--- config.mk ---
export PLATFORM = sky130hd
export DESIGN_NAME = logistic_orbit_scheduler
export DESIGN_NICKNAME = d
export VERILOG_FILES = /design/src/rtl/logistic_pkg.sv /design/src/rtl/logistic_orbit_scheduler_bank.sv /design/src/rtl/logistic_orbit_scheduler.sv
export SDC_FILE = /design/constraint.sdc
export NUM_CORES = 1
export LEC_CHECK = 0
export CELL_PAD_IN_SITES_DETAIL_PLACEMENT = 0
export CELL_PAD_IN_SITES_GLOBAL_PLACEMENT = 1
export CORE_MARGIN = 2
export CORE_UTILIZATION = 25
export CTS_CLUSTER_SIZE = 8
export DETAILED_ROUTE_END_ITERATION = 6
export PLACE_DENSITY_LB_ADDON = 0.2
export SYNTH_ARGS = -nofsm -noshare
export SYNTH_HDL_FRONTEND = slang
export SYNTH_SLANG_ARGS = --single-unit
--- constraint.sdc ---
create_clock -name CLK -period 13.3 [get_ports CLK]
set_input_delay 2.66 -clock CLK [delete_from_list [all_inputs] [get_ports CLK]]
set_output_delay 2.66 -clock CLK [all_outputs]
set_load 0.02 [all_outputs]
--- src/rtl/logistic_pkg.sv ---
// Shared types and constants for the logistic orbit scheduler.
package logistic_pkg;

    localparam int X_W  = 17;
    localparam int MU_W = 18;
    localparam logic [X_W-1:0] ONE_Q16 = 17'h10000;

    typedef enum logic [2:0] {
        S_IDLE,
        S_LOAD,
        S_ISSUE,
        S_WAIT,
        S_RELEASE,
        S_ADVANCE,
        S_FIN
    } sched_state_t;

    // Seed of channel idx: base + idx, wrapping in Q1.16.
    function automatic logic [X_W-1:0] seed_of(input logic [X_W-1:0] base, input int idx);
        return base + X_W'(idx);
    endfunction

endpackage

--- src/rtl/logistic_orbit_scheduler_bank.sv ---
// orbit_state_bank: NCH x 17-bit channel state registers.
// One write port (seed all channels, or write one channel), two read ports.
module orbit_state_bank
    import logistic_pkg::*;
#(
    parameter int NCH = 7
)
(
    input  logic             CLK,
    input  logic             RST,
    input  logic             i_seed_all,
    input  logic [X_W-1:0]   i_dzero,
    input  logic             i_wr_en,
    input  logic [3:0]       i_wr_ch,
    input  logic [X_W-1:0]   i_wr_data,
    input  logic [3:0]       i_fu_sel,
    output logic [X_W-1:0]   o_fu_x,
    input  logic [3:0]       i_rd_sel,
    output logic [X_W-1:0]   o_rd_data
);

    logic [X_W-1:0] r_mem [NCH];

    // Seeding takes priority over a single-channel write.
    always_ff @(posedge CLK or posedge RST) begin
        if (RST) begin
            for (int i = 0; i < NCH; i++) r_mem[i] <= '0;
        end else begin
            for (int i = 0; i < NCH; i++) begin
                if (i_seed_all)
                    r_mem[i] <= seed_of(i_dzero, i);
                else if (i_wr_en && (i_wr_ch == 4'(i)))
                    r_mem[i] <= i_wr_data;
            end
        end
    end

    // Read muxes; unmatched selects (>= NCH) return 0.
    always_comb begin
        o_fu_x    = '0;
        o_rd_data = '0;
        for (int i = 0; i < NCH; i++) begin
            if (i_fu_sel == 4'(i)) o_fu_x    = r_mem[i];
            if (i_rd_sel == 4'(i)) o_rd_data = r_mem[i];
        end
    end

endmodule

--- src/rtl/logistic_orbit_scheduler.sv ---
// logistic_orbit_scheduler: time-shares one logistic-map unit across NCH
// orbit channels, round-robin, for a latched number of rounds.
// Optional macro LOGISTIC_SCHED_TIMEOUT_EN adds a per-evaluation timeout
// that aborts the run and raises err.
//
// state     | meaning
// S_IDLE    | waiting for start
// S_LOAD    | seed every channel, clear channel/round counters
// S_ISSUE   | wait for fu_done low, then present x and raise fu_start
// S_WAIT    | fu_start held until fu_done, result captured
// S_RELEASE | wait for fu_done to drop
// S_ADVANCE | step channel / round, decide finish
// S_FIN     | pulse done, drop busy
module logistic_orbit_scheduler
    import logistic_pkg::*;
#(
    parameter int NCH     = 7,
    parameter int TIMEOUT = 255
)
(
    input  logic              CLK,
    input  logic              RST,
    input  logic              start,
    input  logic [X_W-1:0]    dzero,
    input  logic [MU_W-1:0]   mu,
    input  logic [8:0]        times,
    output logic              busy,
    output logic              done,
    output logic              fu_start,
    output logic [X_W-1:0]    fu_x,
    output logic [MU_W-1:0]   fu_mu,
    input  logic              fu_done,
    input  logic [X_W-1:0]    fu_y,
    input  logic [3:0]        rd_sel,
    output logic [X_W-1:0]    rd_data,
    output logic              err
);

`ifdef LOGISTIC_SCHED_TIMEOUT_EN
    localparam bit TO_EN = 1'b1;
`else
    localparam bit TO_EN = 1'b0;
`endif

    sched_state_t     r_state;
    logic             r_busy;
    logic             r_done;
    logic             r_fu_start;
    logic [X_W-1:0]   r_fu_x;
    logic [MU_W-1:0]  r_fu_mu;
    logic             r_err;
    logic [8:0]       r_times;
    logic [8:0]       r_round;
    logic [3:0]       r_ch;
    logic [15:0]      r_to_cnt;

    logic             w_seed_all;
    logic             w_wr_en;
    logic [X_W-1:0]   w_bank_x;
    logic             w_to_hit;

    assign w_seed_all = (r_state == S_LOAD);
    assign w_wr_en    = (r_state == S_WAIT) && fu_done;
    assign w_to_hit   = TO_EN && (r_to_cnt == 16'(TIMEOUT - 1));

    orbit_state_bank #(.NCH(NCH)) u_bank (
        .CLK        (CLK),
        .RST        (RST),
        .i_seed_all (w_seed_all),
        .i_dzero    (dzero),
        .i_wr_en    (w_wr_en),
        .i_wr_ch    (r_ch),
        .i_wr_data  (fu_y),
        .i_fu_sel   (r_ch),
        .o_fu_x     (w_bank_x),
        .i_rd_sel   (rd_sel),
        .o_rd_data  (rd_data)
    );

    // Scheduler FSM with registered handshake and status outputs.
    always_ff @(posedge CLK or posedge RST) begin
        if (RST) begin
            r_state    <= S_IDLE;
            r_busy     <= 1'b0;
            r_done     <= 1'b0;
            r_fu_start <= 1'b0;
            r_fu_x     <= '0;
            r_fu_mu    <= '0;
            r_err      <= 1'b0;
            r_times    <= '0;
            r_round    <= '0;
            r_ch       <= '0;
            r_to_cnt   <= '0;
        end else begin
            r_done <= 1'b0;
            case (r_state)
                S_IDLE: begin
                    if (start) begin
                        r_fu_mu <= mu;
                        r_times <= times;
                        r_busy  <= 1'b1;
                        r_err   <= 1'b0;
                        r_state <= S_LOAD;
                    end
                end
                S_LOAD: begin
                    r_ch    <= '0;
                    r_round <= '0;
                    r_state <= (r_times == 9'd0) ? S_FIN : S_ISSUE;
                end
                S_ISSUE: begin
                    r_to_cnt <= '0;
                    if (!fu_done) begin
                        r_fu_x     <= w_bank_x;
                        r_fu_start <= 1'b1;
                        r_state    <= S_WAIT;
                    end
                end
                S_WAIT: begin
                    if (fu_done) begin
                        r_fu_start <= 1'b0;
                        r_state    <= S_RELEASE;
                    end else if (w_to_hit) begin
                        r_fu_start <= 1'b0;
                        r_err      <= 1'b1;
                        r_state    <= S_FIN;
                    end else begin
                        r_to_cnt <= r_to_cnt + 16'd1;
                    end
                end
                S_RELEASE: begin
                    if (!fu_done) begin
                        r_state <= S_ADVANCE;
                    end else if (w_to_hit) begin
                        r_err   <= 1'b1;
                        r_state <= S_FIN;
                    end else begin
                        r_to_cnt <= r_to_cnt + 16'd1;
                    end
                end
                S_ADVANCE: begin
                    if (r_ch == 4'(NCH - 1)) begin
                        r_ch    <= '0;
                        r_round <= r_round + 9'd1;
                        r_state <= (r_round + 9'd1 == r_times) ? S_FIN : S_ISSUE;
                    end else begin
                        r_ch    <= r_ch + 4'd1;
                        r_state <= S_ISSUE;
                    end
                end
                S_FIN: begin
                    r_done  <= 1'b1;
                    r_busy  <= 1'b0;
                    r_state <= S_IDLE;
                end
                default: r_state <= S_IDLE;
            endcase
        end
    end

    assign busy     = r_busy;
    assign done     = r_done;
    assign fu_start = r_fu_start;
    assign fu_x     = r_fu_x;
    assign fu_mu    = r_fu_mu;
    assign err      = r_err;

endmodule

Word-level counts from Yosys, hierarchy flattened:

Cells that the tools add are included.

* word-level logic and storage cells: 123
* register bits: 182
* input port bits: 69

* eq/ne operators: 24
* add/sub/neg operators: 8
* multiplexer cells: 46
* reduce and logical (&&, ||, !) cells: 28
* bitwise logic cells: 1

Operator list (count)
* $mux 17: 28
* $add 17x3->17 const B: 3
* $add 17x2->17 const B: 2
* $eq 4x3->1 const B: 6
* $mux 3: 7
* $reduce_bool 2->1: 10
* $pmux 3 s6: 1
* $pmux 9 s2: 1
* $add 17x1->17 const B: 1
* $eq 4x2->1 const B: 4
* $ne 2x2->1 const B: 5
* $add 9x1->9 const B: 1
* $eq 3x3->1 const B: 3
* $eq 9x9->1: 1
* $logic_not 9->1: 1
* $mux 9: 1
* $eq 4x1->1 const B: 2
* $logic_and 1x1->1: 8
* $logic_not 4->1: 2
* $pmux 4 s2: 1
* $reduce_and 2->1: 4
* $eq 3x2->1 const B: 2
* $add 4x1->4 const B: 1
* $mux 1: 4
* 7 further kinds: 8

Longest topological paths before layout:

* depth in word-level cells: 8
* depth in mapped cells: 9

Hierarchy:

From an unflattened synthesis, not the netlist that was laid out.

* cells, all modules: 1103
* area, all modules: 11543.6 µm²

By module, submodules not included
* orbit_state_bank: cells an instance 874, instances 1, area an instance 8624.5 µm²
* logistic_orbit_scheduler: cells an instance 229, instances 1, area an instance 2919.0 µm²

Worst setup path before layout:

No wires, ideal clock.

* path type: input to output
* from: input port rd_sel[0]
* to: output port rd_data[0]
* path buffers: 2
* data required time: 10.640 ns
* data arrival time: 4.071 ns
* stages: 5
* path slack: 6.569 ns
* cell sequence: buf_2 > clkbuf_1 > nor3b_1 > a22oi_1 > o21ai_0

* longest elaborated chain between the ends: 8
* elaborated cells between the ends (all ways): 14

RTL lines
* from (decl): RTL line logistic_orbit_scheduler.sv:34 `input logic [3:0] rd_sel,`
* $logic_not 4->1: RTL line logistic_orbit_scheduler_bank.sv:44 `if (i_rd_sel == 4'(i)) o_rd_data = r_mem[i];`
* $mux 17 (6 in series): RTL line logistic_orbit_scheduler_bank.sv:44
* $mux 17 (*): RTL line logistic_orbit_scheduler_bank.sv:44
* to (decl): RTL line logistic_orbit_scheduler.sv:35 `output logic [X_W-1:0] rd_data,`

Mark *: on every way between the ends. The rest lies on a longest branch, timed or not.

Worst setup path in the final report:

* from: input port rd_sel[2]
* to: output port rd_data[9]

The elaborated chain is that of the path after synthesis.

==> summary.txt <==
Power and ir drop
  – Pwr per Cell Area: 210.6 nW/µm²
  – Pwr Total: 2.890 mW
  – Worst VDD drop: 106.2 µV
  – Leak: 5.305 nW

STA
  – Minimum clock period: 8.267 ns
  – Setup TNS: 0 ns
  – Fmax: 0.1210 GHz
  – Endpoints failing setup: 0
  – Period utilisation layout: 62.15%
  – Worst-margin pin slew: 0.9759 ns
  – Final slew viol count: 0
  – Worst Skew: 0.01504 ns
  – RSZ-0062 raised after global routing: false
  – Rel. slew slack: 34.94%
  – Final Hold Viols: 0
  – Worst hold margin: 0.4977 ns

Placed design
  – Final HPWL DP: 30.96 mm
  – Cell Area, Placed: 13,130 µm²
  – GP Congestion: 0.9031
  – Buffers on Ports: 123

Hold path
  – Hold Crit Class: reg2reg

Synth
  – Ys Warns: 0
  – Post-synth top cells: dfrtp_1 (182), nand2_1 (146), nor2_1 (98)
  – Post-synthesis compound-gate area fraction: 16.33%
  – Syn_nets: 1,254
  – Multiplexer share of the synthesized area: 16.97%
  – Leading area contributor after synthesis: dfrtp_1
  – Syn Std Cell Area: 11,350 µm²
  – Main combinational cell family by area after synthesis: simple AND/OR/NAND/NOR gates
  – Post-synth EDFFs: 0
  – Asr flop ratio synth: 100.0%
  – Sequential share of the synthesized area: 40.13%
  – Cells after Synth: 1,176
  – Synth top area share: 40.13%
  – #FFs+latches synth: 182
  – Synth Area in XOR/XNOR: 4.090%
  – Syn_area_per_cell: 9.651 µm²
  – Synth Area in Simple Gates: 17.16%
  – Area share of fa/ha/maj cells after synthesis: 0.9922%
  – Count leader, synth: dfrtp_1
  – Post-synth top flop: dfrtp_1
  – Yosys cell types: 71
  – Largest cells by area after synthesis: dfrtp_1 (40%), mux2_2 (7.6%), mux4_2 (5.0%), nand2_1 (4.8%), mux2i_1 (4.0%)

Critical path
  – Max Fanout on Critical Path: 16
  – WP data arrival: 5.61 ns
  – CP Data Required Time: 10.64 ns
  – Top cell family by delay on the critical path: buffers and inverters
  – Setup slack, reg-to-reg: 10.30 ns
  – Crit-path max cell delay: 0.69 ns
  – Worst Setup Path Type: in2out
  – Critical path startpoint category: primary input
  – CP Buf/Inv Count: 4
  – Slowest cell on the critical path: clkdlybuf4s50_1
  – CP Capture Type: output pin
  – Crit path cell chain: clkdlybuf4s50_1 -> buf_4 -> nand2b_1 -> nor3_1 -> buf_4 -> a22oi_1 -> a31oi_1 -> clkdlybuf4s50_1

Detailed routing
  – Met3 WL: 2.098 mm
  – Wire per inst: 22.66 µm
  – Routed wire length: 42.23 mm
  – Drt drc: 0
  – Top sig layer: met4
  – Detail Route met2 WL: 17.71 mm
  – Vias per cell: 4.994
  – Antenna-violating nets left: 0
  – 1st-pass router iterations: 5
  – Met1 Routed Length: 21.66 mm
  – Vias: 9,308
  – DRT iter0 DRCs: 691

Clock tree
  – Cts hold-fix bufs: 0
  – Setup Buffers After CTS: 0
  – CTS tree: built
  – Max H-tree Level: 4
  – Post_cts resized: 0
  – Reg clk slew, reported paths: 0.07 ns
  – Clock buffer count from CTS: 17
  – Clock root buffer: clkbuf_16
  – Clock tree sinks: 182
  – Clock Latency Late Sink: 0.47 ns
  – Clock buffer depth: 2

Final layout
  – Antenna Diode Count: 0
  – P&R area growth vs syn: 20.88%
  – Post-layout instance area: 13,720 µm²
  – Share of layout cells above drive strength 1: 16.22%
  – # fillers: 4,768
  – Final core utilization: 30.43%
  – Nets: 1,330

Floorplanning
  – Row count: 78
  – Full die area: 47,120 µm²
  – I/O Pins: 125
  – Core area: 45,090 µm²
  – Die Y: 217.1 µm
  – Initial Util: 25.17%
  – Die extent in x: 217.1 µm

Global route
  – Global Route Usage Sum: 18.20%
  – First-pass GRT wire length: 63.06 mm
  – Vias in the first global route: 9,000
  – Pin count of the biggest net entering global routing: 120
  – Initial antenna violation count: 0
  – Grt total ovfl: 0

Job
  – Max-Cap Viols: 0

Run status
  – Status: complete, no violations
## per-stage QoR
step / cells / setup WS, ns
2_1_floorplan: 1176 / 5.696
3_3_place_gp: 1833 / 5.123
5_1_grt: 1864 / 4.939
6_report: 1864 / 5.033
4_1_cts: 1864 / 5.096
3_5_place_dp: 1833 / 5.108
## cell families (layout without fill, tap and decap cells)
logic type,after synthesis,in the layout
DFF,182,182
other,1,1
muxes,150,150
xor gates and xnor gates,53,53
adders and majority gates,9,9
and+or+nand+nor,389,389
buffers and inverters,110,198
AOI/OAI and AO/OA,282,282
## where the power goes
| part | switching, mW | total [mW] | internal, mW |
|---|---|---|---|
| combinational | 0.661 | 1.27 | 0.606 |
| sequential | 0.282 | 1.09 | 0.810 |
| clock | 0.247 | 0.530 | 0.283 |
| total | 1.19 | 2.89 | 1.70 |
## per-layer routing
layer,vias to the layer above,GRT usage (%)
li1,4420,-
met1,4608,27.66
met2,245,26.17
met3,35,3.019
met4,0,5.320
met5,-,0
## cells in the final DEF (no fill, tap or decap), drive strengths merged, types with 27 or more instances in the layout
cell / instances
dfrtp: 182
nand2: 146
clkdlybuf4s50: 123
nor2: 98
o21ai: 82
mux2: 80
a21oi: 66
mux2i: 45
nor2b: 28
xor2: 28
buf: 27
## cell type report
class	count	area [µm²]	area share [%]
multi-input combinational	884	6322	46.08
sequential	182	4554	33.20
timing repair buffer	150	1434	10.45
tap	600	750.7	5.472
clock buffer	18	439.2	3.201
clock inverter	13	147.6	1.076
inverter	17	71.32	0.5198
## state kept, by name, summed over array words and instances, names as in the netlist
register / flops
r_state: 3
fu_start: 1
done: 1
fu_x: 17
u_bank.r_mem: 119
r_times: 9
busy: 1
r_round: 9
r_ch: 4
fu_mu: 18
## worst paths after layout
| check | startpoint | to | depth (start not counted) |
|---|---|---|---|
| min reg2reg | fu_start | fu_start | 1 |
| max in group asynchronous | RST | u_bank.r_mem[12] | 3 |
| max | rd_sel[2] | rd_data[9] | 8 |
| max reg2reg | r_state[2] | u_bank.r_mem[81] | 5 |
| min in group asynchronous | RST | u_bank.r_mem[105] | 2 |
| min | fu_start | fu_start | 1 |
Power figures use the tool's default switching activity.
